File: src/rtl/ram_pkg.sv
// Shared types and helpers for the synchronous-read dual-port RAM family.
package ram_pkg;

  typedef enum logic {
    CLR_IDLE,
    CLR_RUN
  } clr_state_e;

  localparam int RD_LAT_MIN = 1;
  localparam int RD_LAT_MAX = 3;

  function automatic int lane_count(input int data_width, input int byte_width);
    return data_width / byte_width;
  endfunction

endpackage

File: src/rtl/ram_rd_pipe.sv
// Extra register stages behind the first read register; each stage holds its
// data while its valid bit is low, so q keeps its last value between reads.
module ram_rd_pipe #(
  parameter int DATA_WIDTH = 16,
  parameter int STAGES     = 1
) (
  input  logic                  clk,
  input  logic                  rst,
  input  logic                  in_valid,
  input  logic [DATA_WIDTH-1:0] in_data,
  output logic                  q_valid,
  output logic [DATA_WIDTH-1:0] q
);

  logic                  v_chain [STAGES+1];
  logic [DATA_WIDTH-1:0] d_chain [STAGES+1];

  assign v_chain[0] = in_valid;
  assign d_chain[0] = in_data;

  for (genvar i = 1; i <= STAGES; i++) begin : g_stage
    logic                  valid_d, valid_q;
    logic [DATA_WIDTH-1:0] data_d, data_q;

    always_comb begin
      valid_d = v_chain[i-1];
      data_d  = v_chain[i-1] ? d_chain[i-1] : data_q;
    end

    always_ff @(posedge clk) begin
      if (rst) begin
        valid_q <= 1'b0;
        data_q  <= '0;
      end else begin
        valid_q <= valid_d;
        data_q  <= data_d;
      end
    end

    assign v_chain[i] = valid_q;
    assign d_chain[i] = data_q;
  end

  assign q_valid = v_chain[STAGES];
  assign q       = d_chain[STAGES];

endmodule

File: src/rtl/dp_ram_sync_clr.sv
// Single-clock dual-port RAM: byte-enabled write port, pipelined synchronous
// read port with write-first forwarding, and a clear engine that sweeps all words.
module dp_ram_sync_clr
  import ram_pkg::*;
#(
  parameter int                    DATA_WIDTH   = 16,
  parameter int                    ADDR_WIDTH   = 6,
  parameter int                    BYTE_WIDTH   = 8,
  parameter int                    RD_LATENCY   = 1,
  parameter logic [DATA_WIDTH-1:0] CLR_VALUE    = '0,
  parameter bit                    CLR_ON_RESET = 1'b1
) (
  input  logic                             clk,
  input  logic                             rst,
  input  logic                             wren,
  input  logic [ADDR_WIDTH-1:0]            wraddress,
  input  logic [DATA_WIDTH-1:0]            data,
  input  logic [DATA_WIDTH/BYTE_WIDTH-1:0] byteena,
  input  logic                             rden,
  input  logic [ADDR_WIDTH-1:0]            rdaddress,
  output logic [DATA_WIDTH-1:0]            q,
  output logic                             q_valid,
  input  logic                             clr_req,
  output logic                             clr_busy
);

  localparam int LANES = lane_count(DATA_WIDTH, BYTE_WIDTH);
  localparam int DEPTH = 2 ** ADDR_WIDTH;

  if (DATA_WIDTH % BYTE_WIDTH != 0) begin : g_bad_width
    $error("dp_ram_sync_clr: DATA_WIDTH must be a multiple of BYTE_WIDTH");
  end
  if (RD_LATENCY < RD_LAT_MIN || RD_LATENCY > RD_LAT_MAX) begin : g_bad_latency
    $error("dp_ram_sync_clr: RD_LATENCY must be 1, 2 or 3");
  end

  clr_state_e            state_d, state_q;
  logic [ADDR_WIDTH-1:0] clr_cnt_d, clr_cnt_q;

  // NOTE: every output of an always_comb gets a default first, so no path can infer a latch.
  always_comb begin
    state_d   = state_q;
    clr_cnt_d = clr_cnt_q;
    unique case (state_q)
      CLR_IDLE: begin
        if (clr_req) begin
          state_d   = CLR_RUN;
          clr_cnt_d = '0;
        end
      end
      CLR_RUN: begin
        if (clr_req) begin
          clr_cnt_d = '0;
        end else if (clr_cnt_q == '1) begin
          state_d   = CLR_IDLE;
          clr_cnt_d = '0;
        end else begin
          clr_cnt_d = clr_cnt_q + 1'b1;
        end
      end
      default: state_d = CLR_IDLE;
    endcase
  end

  // NOTE: sequential state uses non-blocking assignments so every flop samples pre-edge values.
  always_ff @(posedge clk) begin
    if (rst) begin
      state_q   <= CLR_ON_RESET ? CLR_RUN : CLR_IDLE;
      clr_cnt_q <= '0;
    end else begin
      state_q   <= state_d;
      clr_cnt_q <= clr_cnt_d;
    end
  end

  assign clr_busy = (state_q == CLR_RUN);

  // The clear engine owns the write port while busy; user writes are dropped.
  logic                  mem_we;
  logic [ADDR_WIDTH-1:0] mem_addr;
  logic [DATA_WIDTH-1:0] mem_wdata;
  logic [LANES-1:0]      mem_be;

  always_comb begin
    mem_we    = 1'b0;
    mem_addr  = wraddress;
    mem_wdata = data;
    mem_be    = byteena;
    if (!rst) begin
      if (clr_busy) begin
        mem_we    = 1'b1;
        mem_addr  = clr_cnt_q;
        mem_wdata = CLR_VALUE;
        mem_be    = '1;
      end else begin
        mem_we = wren;
      end
    end
  end

  logic [DATA_WIDTH-1:0] mem [DEPTH];

  // NOTE: the storage array has no reset; contents are only changed by writes and clear sweeps.
  always_ff @(posedge clk) begin
    if (mem_we) begin
      for (int i = 0; i < LANES; i++) begin
        if (mem_be[i]) mem[mem_addr][i*BYTE_WIDTH +: BYTE_WIDTH] <= mem_wdata[i*BYTE_WIDTH +: BYTE_WIDTH];
      end
    end
  end

  // Write-first: lanes written at this edge to the read address are forwarded.
  logic [DATA_WIDTH-1:0] rd_word;
  logic [DATA_WIDTH-1:0] rd_data_d, rd_data_q;
  logic                  rd_valid_d, rd_valid_q;

  always_comb begin
    rd_word = mem[rdaddress];
    if (clr_busy) begin
      rd_word = CLR_VALUE;
    end else if (wren && (wraddress == rdaddress)) begin
      for (int i = 0; i < LANES; i++) begin
        if (byteena[i]) rd_word[i*BYTE_WIDTH +: BYTE_WIDTH] = data[i*BYTE_WIDTH +: BYTE_WIDTH];
      end
    end
    rd_valid_d = rden;
    rd_data_d  = rden ? rd_word : rd_data_q;
  end

  always_ff @(posedge clk) begin
    if (rst) begin
      rd_valid_q <= 1'b0;
      rd_data_q  <= '0;
    end else begin
      rd_valid_q <= rd_valid_d;
      rd_data_q  <= rd_data_d;
    end
  end

  if (RD_LATENCY > 1) begin : g_pipe
    ram_rd_pipe #(
      .DATA_WIDTH(DATA_WIDTH),
      .STAGES    (RD_LATENCY - 1)
    ) u_rd_pipe (
      .clk     (clk),
      .rst     (rst),
      .in_valid(rd_valid_q),
      .in_data (rd_data_q),
      .q_valid (q_valid),
      .q       (q)
    );
  end else begin : g_direct
    assign q_valid = rd_valid_q;
    assign q       = rd_data_q;
  end

endmodule

File: config.mk
export PLATFORM = sky130hd
export DESIGN_NAME = dp_ram_sync_clr
export DESIGN_NICKNAME = d
export VERILOG_FILES = /design/src/rtl/ram_pkg.sv /design/src/rtl/ram_rd_pipe.sv /design/src/rtl/dp_ram_sync_clr.sv
export SDC_FILE = /design/constraint.sdc
export NUM_CORES = 1
export LEC_CHECK = 0
export ABC_CLOCK_PERIOD_IN_PS = 4900
export CAP_MARGIN = 10
export CORE_AREA = 3 3 257 259
export CTS_CLUSTER_SIZE = 24
export DETAILED_ROUTE_END_ITERATION = 8
export DIE_AREA = 0 0 260 262
export PLACE_DENSITY = 0.81
export SLEW_MARGIN = 25
export SYNTH_ARGS = -nofsm -noshare
export SYNTH_HDL_FRONTEND = slang
export SYNTH_SLANG_ARGS = --single-unit
File: constraint.sdc
create_clock -name clk -period 4.9 [get_ports clk]
set_input_delay 0.98 -clock clk [delete_from_list [all_inputs] [get_ports clk]]
set_output_delay 0.98 -clock clk [all_outputs]
set_load 0.02 [all_outputs]
==> results.ini, run 1 <==
[finish]
final_common_cell = edfxtp_1
drive_gt1_frac = 0.228
layout_common_cells = edfxtp_1 (1024), mux4_2 (191), mux2i_1 (179), buf_4 (163), nor2_1 (147)
utilization = 0.730
syn2layout_area_growth_pct = 13.3
nNetsFinal = 2338

[clock_network]
cts_tree = built
cts-root-buf = clkbuf_16
clk_latency_ns = 0.66
path_clk_slew_ns = 0.06
postCtsSetupBuffers = 0
cts_buffers = 98
cts_hold_buf = 0
clockBufferDepth = 3
cts-htree-levels = 3
cts_resized = 0
cts_num_sinks = 1048

[synthesis]
yosysUniqueCellTypes = 50
yosysWarnings = 0
syn_inst = 2097
synth.net_count = 2133
synth-edff-count = 1024
async_flop_share = 0
syn_area_mm2 = 0.0413
ys_seq_area_frac = 0.756
synth-seq-cells = 1048
syn_avg_cell_area_um2 = 19.7
yosys_most_used_dff = edfxtp_1

[global_routing]
grt_usage = 0.315
grt_overflow_total = 0
grt_pass1_vias = 22671
grt_max_degree = 65
grt_pass1_wl_um = 153000
antenna_found_initial = 3

[timing]
fin_tns_setup_ns = 0
fin_crit_ns = 3.50
whs_ns = 0.538
period_share = 0.713
fin_worst_skew_ns = 0.0266
tightest_slew_ns = 1.09
setup_viol = 0
fmax_ghz = 0.286
drv_slew = 0
slew_headroom = 0.272
hold_viol_final = 0
rsz0062_at_grt = no

[critical_path]
crit_fanout = 18
path_class = in -> reg
timing.rr.start = clr_busy
crit_required_ns = 5.17
reg2reg_to = mem[39][13]
reg2reg_depth = 4
worst_setup_path_start_kind = input pin
end_kind = flip-flop
cp_data_arrival_time_ns = 3.76
reg2reg_slack_ns = 1.65

[worst_hold_path]
whs_path_depth = 1
worstHoldEndpoint = q[12]
hp-class = reg -> reg
hp-start = q[12]

[run]
cap_violations = 0

[drt]
wl_um = 105000
ant_nets = 0
drt_iter0_markers = 3207
via_count = 22472
post_drt_wl_per_cell_um = 32.4
viasPerCell = 6.93
drc = 0
dr.pass1.iters = 9

[floorplanning]
die_h_um = 262
initial_core_util = 0.644
core_mm2 = 0.0641
die_area_mm2 = 0.0681
rows = 93
die_x_um = 260
io_pins = 53

[pwr]
leakagePower_nw = 15.5
p_per_area_mw_per_mm2 = 392
p_total_mw = 18.3
ir_drop_v = 0.000320

[status]
status = complete, no violations

[place]
place.gp.congestion = 0.948
port_buffers = 52
place_hpwl_um = 63900

## sequential cells by signal, summed over array words and instances (netlist names)
| name | flops |
|---|---|
| q | 16 |
| clr_busy | 1 |
| mem | 1024 |
| clr_cnt_q | 6 |
| q_valid | 1 |
## synth_stat cells (all sizes together) (2+ instances only)
cell     instances  share of area
a21o             3        0.00055
a21oi           42         0.0051
a221oi          25         0.0053
a22o            23         0.0049
a22oi           44         0.0080
a31oi           16         0.0024
a32o            12         0.0029
a32oi            4        0.00085
a41oi            2        0.00042
and2            22         0.0033
and3             2        0.00030
buf             72          0.013
clkbuf          45         0.0042
dfxtp           24          0.012
edfxtp        1024           0.74
inv              7        0.00064
mux2            13         0.0035
mux2i          179          0.043
mux4           194           0.11
nand2           69         0.0063
nand2b          19         0.0029
nand3           27         0.0033
nand3b           6         0.0011
nand4            5        0.00076
nor2           149          0.014
nor2b           12         0.0018
nor3             7        0.00097
o2111ai          5         0.0011
o211ai           2        0.00036
o21ai           13         0.0016
o22ai           12         0.0018
o31ai            2        0.00036
or2              3        0.00045
xnor2            3        0.00064
xor2             4        0.00085
## cells by family (layout without fill, tap and decap cells)
family          count (synthesis)  after routing  share of synthesized area
fa+ha+maj                       1              1                   0.000303
other cells                     0              6                          0
buf+inv                       125            412                     0.0177
simple gates                  324            324                     0.0352
compound gates                206            206                     0.0358
mux                           386            386                      0.153
xor+xnor                        7              7                    0.00148
flops                        1048           1048                      0.756
## routing by layer
layer	global-route usage	vias to the layer above	routed length, µm
li1	-	8992	-
met1	0.431	11354	36600
met2	0.493	1761	50100
met3	0.0794	365	13100
met4	0.137	0	5380
met5	0	-	0
## worst max-delay path by stage
stage | depth (start not counted) | end | slack, ns | startpoint
after floorplan | 6 | mem[0][10] | 1.73 | rst
after global placement | 6 | mem[4][1] | 0.89 | rst
after detailed placement | 5 | mem[37][10] | 0.87 | rst
after CTS | 5 | mem[39][13] | 1.50 | rst
after global routing | 5 | mem[39][13] | 1.25 | rst
final | 5 | mem[39][13] | 1.40 | rst
## final cells by class
type / count / area (µm²)
Multi-Input combinational cell: 924 / 9360
Clock inverter: 45 / 405
Antenna cell: 6 / 15.0
Inverter: 7 / 26.3
Fill cell: 3448 / 17300
Clock buffer: 137 / 2760
Timing Repair Buffer: 223 / 1920
Sequential cell: 1048 / 31200
Tap cell: 855 / 1070
## through the flow
step                std cells  setup slack, ns  instance area, µm²
finish                   3245             1.40               46800
global route             3239             1.25               46800
CTS                      3239             1.50               46800
detailed placement       3057            0.866               43600
global placement         3057            0.892               43600
floorplan                2097             1.73               41300
## where the power goes
part	total [mW]	internal (mW)	switching, mW
combinational	0.991	0.351	0.639
clock	7.48	4.26	3.22
sequential	9.87	9.86	0.00982
total	18.3	14.5	3.87
## critical path, stage by stage
cell	delay, ns
clkdlybuf4s50_1	0.51
nand2b_1	0.47
o21ai_0	0.67
nand2_1	0.39
nor2_1	0.74
Note: power is estimated with default switching activity, not from simulation.
==> inputs of run 2 (changes only) <==
Settings changed: ABC_CLOCK_PERIOD_IN_PS 4900 to 3600, CORE_AREA 3 3 257 259 to 3 3 263 265, DIE_AREA 0 0 260 262 to 0 0 266 268, PLACE_DENSITY 0.81 to 0.78.
Clock period 4.9 ns to 3.6 ns, I/O delays scaled along.
==> results.ini, run 2 (same netlist as run 1, synthesis figures left out) <==
[timing]
setup_viol = 0  ; unchanged
rsz0062_at_grt = no  ; unchanged
fmax_ghz = 0.336
fin_crit_ns = 2.98
slew_headroom = 0.230  ; was 0.272
hold_viol_final = 0  ; unchanged
layout_setup_ws_ns = 0.624  ; was 1.40 ns
fin_worst_skew_ns = 0.0253  ; was 0.0266 ns
tightest_slew_ns = 1.15  ; was 1.09 ns
period_share = 0.827
whs_ns = 0.551  ; was 0.538 ns
fin_tns_setup_ns = 0  ; unchanged
drv_slew = 0  ; unchanged

[global_routing]
antenna_found_initial = 4  ; was 3
grt_max_degree = 65  ; unchanged
grt_overflow_total = 0  ; unchanged
grt_usage = 0.298  ; was 0.315
grt_pass1_wl_um = 153000  ; about the same
grt_pass1_vias = 22830  ; was 22671

[clock_network]
clk_latency_ns = 0.66  ; about the same
postCtsSetupBuffers = 0  ; unchanged
cts_num_sinks = 1048  ; unchanged
path_clk_slew_ns = 0.06  ; about the same
clockBufferDepth = 3  ; unchanged
cts_hold_buf = 0  ; unchanged
cts_buffers = 100  ; was 98
cts-htree-levels = 3  ; unchanged
cts_resized = 0  ; unchanged
cts-root-buf = clkbuf_16  ; unchanged
cts_tree = built  ; unchanged

[floorplanning]
die_area_mm2 = 0.0713  ; was 0.0681 mm²
initial_core_util = 0.616  ; was 0.644
rows = 95  ; was 93
die_x_um = 266  ; was 260 µm
core_mm2 = 0.0670  ; was 0.0641 mm²
die_h_um = 268  ; was 262 µm
io_pins = 53  ; unchanged

[drt]
drc = 0  ; unchanged
dr.pass1.iters = 8  ; was 9
ant_nets = 0  ; unchanged
via_count = 22491  ; was 22472
wl_um = 104000  ; was 105000 µm
drt_iter0_markers = 3113  ; was 3207
viasPerCell = 6.71  ; was 6.93
post_drt_wl_per_cell_um = 31.0  ; was 32.4 µm

[status]
status = complete, no violations  ; unchanged

[pwr]
p_per_area_mw_per_mm2 = 529  ; was 392 mW/mm²
leakagePower_nw = 16.0  ; was 15.5 nW
ir_drop_v = 0.000480  ; was 0.000320 V

[finish]
largest_reg_flops = 1024  ; unchanged
drive_gt1_frac = 0.251  ; was 0.228
nNetsFinal = 2421  ; was 2338
layout_common_cells = edfxtp_1 (1024), buf_4 (236), mux4_2 (191), mux2i_1 (179), nor2_1 (149)  ; was edfxtp_1 (1024), mux4_2 (191), mux2i_1 (179), buf_4 (163), nor2_1 (147)
layout.cells.non_filler = 3351  ; was 3245
syn2layout_area_growth_pct = 15.4  ; was 13.3%
fin_area_mm2 = 0.0476  ; was 0.0468 mm²
fillers = 3918  ; was 3448
final_common_cell = edfxtp_1  ; unchanged
largest-register = mem  ; unchanged
multi_input_area_mm2 = 0.00937  ; was 0.00936 mm²
regArea_mm2 = 0.0312  ; unchanged

[critical_path]
crit_required_ns = 3.95  ; was 5.17 ns
crit_fanout = 8  ; was 18
max_stage_delay_ns = 0.77  ; was 0.74 ns
slowest_stage = o21ai_0  ; was nor2_1
crit_family = simple AND/OR/NAND/NOR gates  ; unchanged
crit_path_cell_trace = clkdlybuf4s50_1 > nand2b_1 > o21ai_0 > nand2_1 > nor2_1 > buf_4  ; was clkdlybuf4s50_1 > nand2b_1 > o21ai_0 > nand2_1 > nor2_1
path_class = in -> reg  ; unchanged
worst_setup_path_start_kind = input pin  ; unchanged
cp_num_buf_inv = 2  ; was 1
cp_data_arrival_time_ns = 3.33  ; was 3.76 ns
end_kind = flip-flop  ; unchanged

[worst_hold_path]
hp-class = reg -> reg  ; unchanged

[place]
port_buffers = 52  ; unchanged
place_hpwl_um = 65500  ; was 63900 µm
dp_cells = 3156  ; was 3057
place_area_mm2 = 0.0444  ; was 0.0436 mm²
place.gp.congestion = 0.948  ; about the same
pre_cts_slack_ns = 0.122  ; was 0.866 ns

[run]
cap_violations = 0  ; unchanged

==> run 2: cell types whose count changed in the layout (fill, tap and decap cells not counted), sizes merged, moves of 3 or more <==
cell / previous run / this run
buf: 174 / 255
clkinv: 32 / 37
bufinv: 6 / 10
clkbuf: 137 / 134
==> run 2: final cells by class <==
class,count,share of cell area
flip-flops and latches,1048,0.656
multi-input cells,924,0.197
clock buffers,134,0.0559
repair buffers,304,0.0556
well taps,873,0.0229
clock inverters,54,0.0125
inverters,7,0.000552
diodes,7,0.000368
==> run 2: per-stage QoR <==
| step | util | total power, mW |
|---|---|---|
| final | 0.711 | 25.2 |
| after global routing | 0.710 | 25.8 |
| after CTS | 0.710 | 25.3 |
| after detailed placement | 0.662 | 15.1 |
| after global placement | 0.660 | 15.0 |
| after floorplan | - | 14.5 |
==> run 2: per-layer routing <==
layer,share of wire,vias to the layer above,wire length (µm),global-route usage
met1,0.35,11511,36900,0.403
met4,0.044,4,4620,0.118
met5,0.0011,-,116,0.0112
met3,0.12,314,12700,0.0781
li1,-,9178,-,-
met2,0.48,1484,49700,0.473
==> run 2: worst reg2reg max path, cell delays in order, from the launching register on <==
cell and delay, ns:
dfxtp_1 0.31, buf_4 0.19, nor2b_1 0.29, nand3_1 0.12, a21oi_1 0.44, buf_4 0.21, nand2_1 0.22, nor2_1 0.35
buf_4 0.25
==> run 2: final timing paths <==
path	from	endpoint	slack (ns)	depth (start not counted)
worst min-delay path	q[11]	q[11]	0.55	1
worst max-delay path	rst	mem[35][4]	0.62	6
worst max register to register	clr_busy	mem[28][4]	0.93	8
worst min register to register	q[11]	q[11]	0.55	1
==> run 2: where the power goes <==
part / total [mW] / internal (mW) / leakage (nW) / switching [mW]
clock: 10.4 / 5.95 / 1.57 / 4.44
sequential: 13.4 / 13.4 / 9.55 / 0.0119
combinational: 1.39 / 0.516 / 4.86 / 0.871
total: 25.2 / 19.9 / 16.0 / 5.32
